### src/rtl/mem_arbiter_pkg.sv
// Shared definitions for the instruction/data memory arbiter:
// owner encoding, funct3 size codes and the in-flight tag record.
package mem_arbiter_pkg;

    typedef enum logic {
        OWN_I = 1'b0,
        OWN_D = 1'b1
    } owner_e;

    localparam logic [2:0] SZ_B  = 3'b000;
    localparam logic [2:0] SZ_H  = 3'b001;
    localparam logic [2:0] SZ_W  = 3'b010;
    localparam logic [2:0] SZ_BU = 3'b100;
    localparam logic [2:0] SZ_HU = 3'b101;

    typedef struct packed {
        logic   valid;
        owner_e owner;
        logic   err;
        logic   we;
    } tag_t;

    localparam int TAG_W = $bits(tag_t);

    function automatic logic misaligned(input logic [2:0] size,
                                        input logic [1:0] lo);
        logic bad;
        case (size)
            SZ_B, SZ_BU: bad = 1'b0;
            SZ_H, SZ_HU: bad = lo[0];
            SZ_W:        bad = (lo != 2'b00);
            default:     bad = 1'b1;
        endcase
        return bad;
    endfunction

endpackage

### src/rtl/mem_arbiter_resp_pipe.sv
// Fixed-latency response pipeline: one tag per grant, retired
// MEM_LAT cycles later and steered back to its owner.
module resp_pipe
    import mem_arbiter_pkg::*;
#(
    parameter int MEM_LAT = 1
) (
    input  logic        clk,
    input  logic        reset_n,
    input  tag_t        tag_in,
    input  logic [31:0] m_rdata,
    output logic        i_rvalid,
    output logic [31:0] i_rdata,
    output logic        i_err,
    output logic        d_rvalid,
    output logic [31:0] d_rdata,
    output logic        d_err
);

    tag_t [MEM_LAT-1:0] pipe;
    tag_t               head;
    logic [31:0]        rdata;

    always_ff @(posedge clk or negedge reset_n) begin
        if (!reset_n) begin
            pipe <= '0;
        end else begin
            for (int k = MEM_LAT - 1; k > 0; k--) begin
                pipe[k] <= pipe[k-1];
            end
            pipe[0] <= tag_in;
        end
    end

    // Faults and write acks carry no data; only clean reads pass RAM data.
    always_comb begin
        head     = pipe[MEM_LAT-1];
        rdata    = (head.valid && !head.err && !head.we) ? m_rdata : '0;
        i_rvalid = head.valid && (head.owner == OWN_I);
        d_rvalid = head.valid && (head.owner == OWN_D);
        i_err    = i_rvalid && head.err;
        d_err    = d_rvalid && head.err;
        i_rdata  = i_rvalid ? rdata : '0;
        d_rdata  = d_rvalid ? rdata : '0;
    end

endmodule

### src/rtl/mem_arbiter.sv
// Round-robin arbiter sharing one fixed-latency RAM port between
// instruction fetch and data access.
module mem_arbiter
    import mem_arbiter_pkg::*;
#(
    parameter int ADDR_W  = 14,
    parameter int MEM_LAT = 1
) (
    input  logic              clk,
    input  logic              reset_n,
    input  logic              i_req,
    input  logic [ADDR_W-1:0] i_addr,
    output logic              i_gnt,
    output logic              i_rvalid,
    output logic [31:0]       i_rdata,
    output logic              i_err,
    input  logic              d_req,
    input  logic              d_we,
    input  logic [2:0]        d_size,
    input  logic [ADDR_W-1:0] d_addr,
    input  logic [31:0]       d_wdata,
    output logic              d_gnt,
    output logic              d_rvalid,
    output logic [31:0]       d_rdata,
    output logic              d_err,
    output logic              m_en,
    output logic              m_we,
    output logic [ADDR_W-1:0] m_addr,
    output logic [2:0]        m_size,
    output logic [31:0]       m_wdata,
    input  logic [31:0]       m_rdata
);

    logic   armed;
    owner_e last_grant;
    logic   mis_i;
    logic   mis_d;
    tag_t   tag_in;

    // armed holds off grants for the first cycle out of reset.
    always_ff @(posedge clk or negedge reset_n) begin
        if (!reset_n) begin
            armed      <= 1'b0;
            last_grant <= OWN_D;
        end else begin
            armed <= 1'b1;
            if (i_gnt) begin
                last_grant <= OWN_I;
            end else if (d_gnt) begin
                last_grant <= OWN_D;
            end
        end
    end

    always_comb begin
        mis_i = (i_addr[1:0] != 2'b00);
        mis_d = misaligned(d_size, d_addr[1:0]);
        i_gnt = armed && i_req && !(d_req && last_grant == OWN_I);
        d_gnt = armed && d_req && !(i_req && last_grant == OWN_D);
        m_en    = 1'b0;
        m_we    = 1'b0;
        m_addr  = '0;
        m_size  = '0;
        m_wdata = '0;
        tag_in  = '0;
        unique case (1'b1)
            i_gnt: begin
                m_en   = !mis_i;
                m_addr = mis_i ? '0 : i_addr;
                m_size = mis_i ? 3'b000 : SZ_W;
                tag_in = '{valid: 1'b1, owner: OWN_I, err: mis_i, we: 1'b0};
            end
            d_gnt: begin
                m_en    = !mis_d;
                m_we    = !mis_d && d_we;
                m_addr  = mis_d ? '0 : d_addr;
                m_size  = mis_d ? 3'b000 : d_size;
                m_wdata = mis_d ? '0 : d_wdata;
                tag_in  = '{valid: 1'b1, owner: OWN_D, err: mis_d, we: d_we};
            end
            default: begin
                m_en = 1'b0;
            end
        endcase
    end

    resp_pipe #(
        .MEM_LAT(MEM_LAT)
    ) u_resp (
        .clk     (clk),
        .reset_n (reset_n),
        .tag_in  (tag_in),
        .m_rdata (m_rdata),
        .i_rvalid(i_rvalid),
        .i_rdata (i_rdata),
        .i_err   (i_err),
        .d_rvalid(d_rvalid),
        .d_rdata (d_rdata),
        .d_err   (d_err)
    );

endmodule

### config.mk
export PLATFORM = sky130hd
export DESIGN_NAME = mem_arbiter
export DESIGN_NICKNAME = d
export VERILOG_FILES = /design/src/rtl/mem_arbiter_pkg.sv /design/src/rtl/mem_arbiter_resp_pipe.sv /design/src/rtl/mem_arbiter.sv
export SDC_FILE = /design/constraint.sdc
export NUM_CORES = 1
export LEC_CHECK = 0
export CORE_AREA = 2 2 85 87
export DETAILED_ROUTE_END_ITERATION = 6
export DIE_AREA = 0 0 87 89
export GPL_TIMING_DRIVEN = 0
export PLACE_DENSITY = 0.83
export SYNTH_ARGS = -nofsm -noshare
export SYNTH_HDL_FRONTEND = slang
export SYNTH_HIERARCHICAL = 1
export SYNTH_SLANG_ARGS = --single-unit
### constraint.sdc
create_clock -name clk -period 2.3 [get_ports clk]
set_clock_uncertainty 0.15 [all_clocks]
set_input_delay 0.46 -clock clk [delete_from_list [all_inputs] [get_ports clk]]
set_output_delay 0.46 -clock clk [all_outputs]
set_load 0.1 [all_outputs]
==> results.sh, run 1 <==
export IMPL_required_ns=1.69
export IMPL_tightestPinTransition_ns=0.973
export IMPL_sw_frac_of_total_pct=53.4
export IMPL_cts_tree="yes"
export IMPL_worstSetupPathType="input pin to primary output"
export IMPL_synth_area_um2=1310
export IMPL_ant_nets=0
export IMPL_postSynthAreaPerCell_um2=6.78
export IMPL_grt_usage_pct=23.0
export IMPL_violations="setup timing"
export IMPL_dpl_cell_count=493
export IMPL_synth_top_family_by_area="simple AND/OR/NAND/NOR gates"
export IMPL_io_pins=221
export IMPL_cts_buffer_depth=2
export IMPL_fin_nets=538
export IMPL_drv_cap=0
export IMPL_viasPerCell=4.53
export IMPL_synthFlopType="dfrtp_1"
export IMPL_crit_buf_inv=5
export IMPL_yosys_area_share_xor_xnor_pct=0
export IMPL_io_buffer_count=220
export IMPL_wl_per_cell_um=19.2
export IMPL_p_sw_uw=917
export IMPL_stdcell_count=517
export IMPL_drt_total_wl_mm=9.94
export IMPL_place_hpwl_mm=6.42
export IMPL_layout_min_cycle_time_ns=2.77
export IMPL_grt_pass1_wl_mm=13.8
export IMPL_insertion_delay_ns=0.23
export IMPL_drv_slew=0
export IMPL_final_area_um2=5230
export IMPL_p_leak_uw=0.00224
export IMPL_p_per_area_nw_per_um2=328
export IMPL_clock_sinks=6
export IMPL_grt_max_degree=11
export IMPL_syn_nets=293
export IMPL_hold_viol=0
export IMPL_seq_power_share_pct=7.8
export IMPL_hold_ws_ns=0.336
export IMPL_ys_types=29
export IMPL_core_area_um2=6720
export IMPL_synth_async_reset_ratio_pct=100
export IMPL_htreeDepth=1
export IMPL_ys_seq_area_share_pct=11.6
export IMPL_synthAdderAreaFrac_pct=0
export IMPL_power_frac_clock_pct=10.2
export IMPL_crit_fanout=6
export IMPL_cp_slowest_cell="or4_4"
export IMPL_p_total_uw=1720
export IMPL_ys_warn_count=6
export IMPL_slowest_delay_ns=0.56
export IMPL_vias=2340
export IMPL_die_area_um2=7740
export IMPL_start_util_pct=19.5
export IMPL_power_frac_comb_pct=82.0
export IMPL_vdd_ir_drop_worst_mv=0.257
export IMPL_synth_seq_cells=6
export IMPL_synth_edff_count=0
export IMPL_cts_root_buffer="clkbuf_8"
export IMPL_hold_class="input pin to async pin"
export IMPL_die_h_um=89
export IMPL_crit_arrival_ns=2.16
export IMPL_placed_area_um2=4090
export IMPL_rsz0062_at_grt="true"
export IMPL_firstDrtPassIters=3
export IMPL_synth_simple_area_share_pct=63.7
export IMPL_numCtsBuffers=3
export IMPL_finalCritPeriodShare_pct=120
export IMPL_synth_compound_area_share_pct=14.6
export IMPL_drcViolationCount=0
export IMPL_grt_ovfl_total=0
export IMPL_cp_cell_sequence="buf_8, or4_4, a221oi_4, buf_12, buf_12, clkbuf_16, and2_4, buf_12"
export IMPL_p_int_uw=799
export IMPL_gp_congestion=0.737
export IMPL_worst_slack_ns=-0.470
export IMPL_diodes=0
export IMPL_setup_violations=53
export IMPL_crit_path_end_kind="primary output"
export IMPL_synthMuxAreaShare_pct=0
export IMPL_area_growth_pct=299
export IMPL_maxSlewHeadroom_pct=35.4
export IMPL_ff2ff_setup_slack_ns=0.96
export IMPL_first_global_vias=2613
export IMPL_status="complete, but fails checks"
export IMPL_clk_pin_slew_ns=0.04
export IMPL_worstSetupStartpointType="input pin"
export IMPL_r2r_end="u_resp/head[1]"
export IMPL_fmax_ghz=0.361
export IMPL_reg2regPathDepth=3
export IMPL_critPathTopFamily="simple AND/OR/NAND/NOR gates"
export IMPL_synth_cells=193
export IMPL_antenna_found_initial=0
export IMPL_drive_above_1_share_pct=62.7
export IMPL_die_x_um=87
export IMPL_crit_top_cell="buf_12"
export IMPL_r2r_start="last_grant"
export IMPL_rows=30
export IMPL_dr_first_iter_drc_count=45
==> what timing repair did <==
| item | in CTS | in global routing |
|---|---|---|
| gates cloned | 5 | 3 |
| pin swaps | 4 | 35 |
| hold buffers | 0 | 0 |
| resized for setup | 919 | 85 |
| buffers inserted | 8 | 7 |
| endpoints found under the setup margin | 121 | 104 |
| endpoints found under the hold margin | 0 | 0 |
==> cell usage after synthesis, types with 2 or more instances <==
master / number / share of area (%)
and2_1: 39 / 19
nor2_1: 34 / 9.8
nand2b_1: 32 / 15
nor2_2: 30 / 14
a22o_1: 12 / 8.0
clkbuf_1: 7 / 2.0
dfrtp_1: 5 / 9.6
nand2_1: 4 / 1.1
a21oi_1: 3 / 1.1
buf_12: 3 / 4.6
clkbuf_2: 3 / 1.1
a21o_1: 2 / 1.1
and3_1: 2 / 0.96
or2_2: 2 / 0.96
==> worst max path at each step <==
stage	from	to	slack, ns	cells past startpoint
2_1_floorplan	u_resp/head[2]	i_rdata[0]	-0.48	3
3_3_place_gp	i_req	m_addr[9]	-1.82	6
3_5_place_dp	i_req	m_addr[9]	-1.89	6
4_1_cts	d_size[2]	m_wdata[8]	-0.44	8
5_1_grt	d_addr[0]	m_wdata[12]	-0.51	8
6_report	d_addr[0]	m_wdata[12]	-0.47	8
==> power groups by stage <==
stage	clock network, uW	logic [uW]	registers (uW)
finish	175	1410	133
floorplan	0	823	131
CTS	175	1300	133
detailed placement	0	1170	134
global placement	0	1160	133
global route	183	1450	136
==> cell type report <==
cell class | instances | area (um2)
Buffer | 15 | 201
Clock buffer | 4 | 45.0
Fill cell | 387 | 1490
Inverter | 1 | 3.75
Multi-Input combinational cell | 170 | 1480
Sequential cell | 6 | 151
Tap cell | 80 | 100
Timing Repair Buffer | 241 | 3240
==> logic make-up (layout without fill, tap and decap cells) <==
kind of cell,count (synthesis),in the layout
AND/OR/NAND/NOR,147,147
buffers and inverters,17,261
AO/OA/AOI/OAI,22,22
other,1,1
flip-flops,6,6
==> sequential cells by signal (all words and copies together) (netlist names) <==
register,cells
u_resp/head,4
last_grant,1
armed,1
==> metal layers <==
layer  track usage [%]  vias up  routed length, um
met4              5.68        0                177
li1                  -     1107                  -
met3              5.54       14                669
met1              23.6     1095               3270
met5                 0        -                  0
met2              46.3      124               5820
==> stage by stage <==
step                setup slack [ns]  util, %  setup TNS [ns]
CTS                           -0.439     72.3          -20.58
finish                        -0.470     77.8          -21.22
global placement               -1.82     60.8         -129.54
global route                  -0.512     77.8          -23.66
detailed placement             -1.89     60.8         -131.75
floorplan                     -0.479        -          -15.29
==> layout by cell type, fill, tap and decap left out, drive strengths merged, types with 2 or more instances in the layout <==
master,instances
dlygate4sd2,3
a21oi,3
a22o,12
and2,39
buf,147
clkbuf,13
clkdlybuf4s50,92
nand2b,32
clkdlybuf4s15,4
nor2,64
and3,2
or2,2
nand2,4
dfrtp,5
a21o,2
(Power assumes the default switching activity.)
==> run 2, diff against run 1 <==
--- a/config.mk
+++ b/config.mk
@@ -8,6 +8,7 @@
 export CORE_AREA = 2 2 85 87
 export DETAILED_ROUTE_END_ITERATION = 6
 export DIE_AREA = 0 0 87 89
+export GPL_ROUTABILITY_DRIVEN = 0
 export GPL_TIMING_DRIVEN = 0
 export PLACE_DENSITY = 0.83
 export SYNTH_ARGS = -nofsm -noshare
==> results of run 2 <==
Final layout, timing and power as in run 1 (identical DEF).
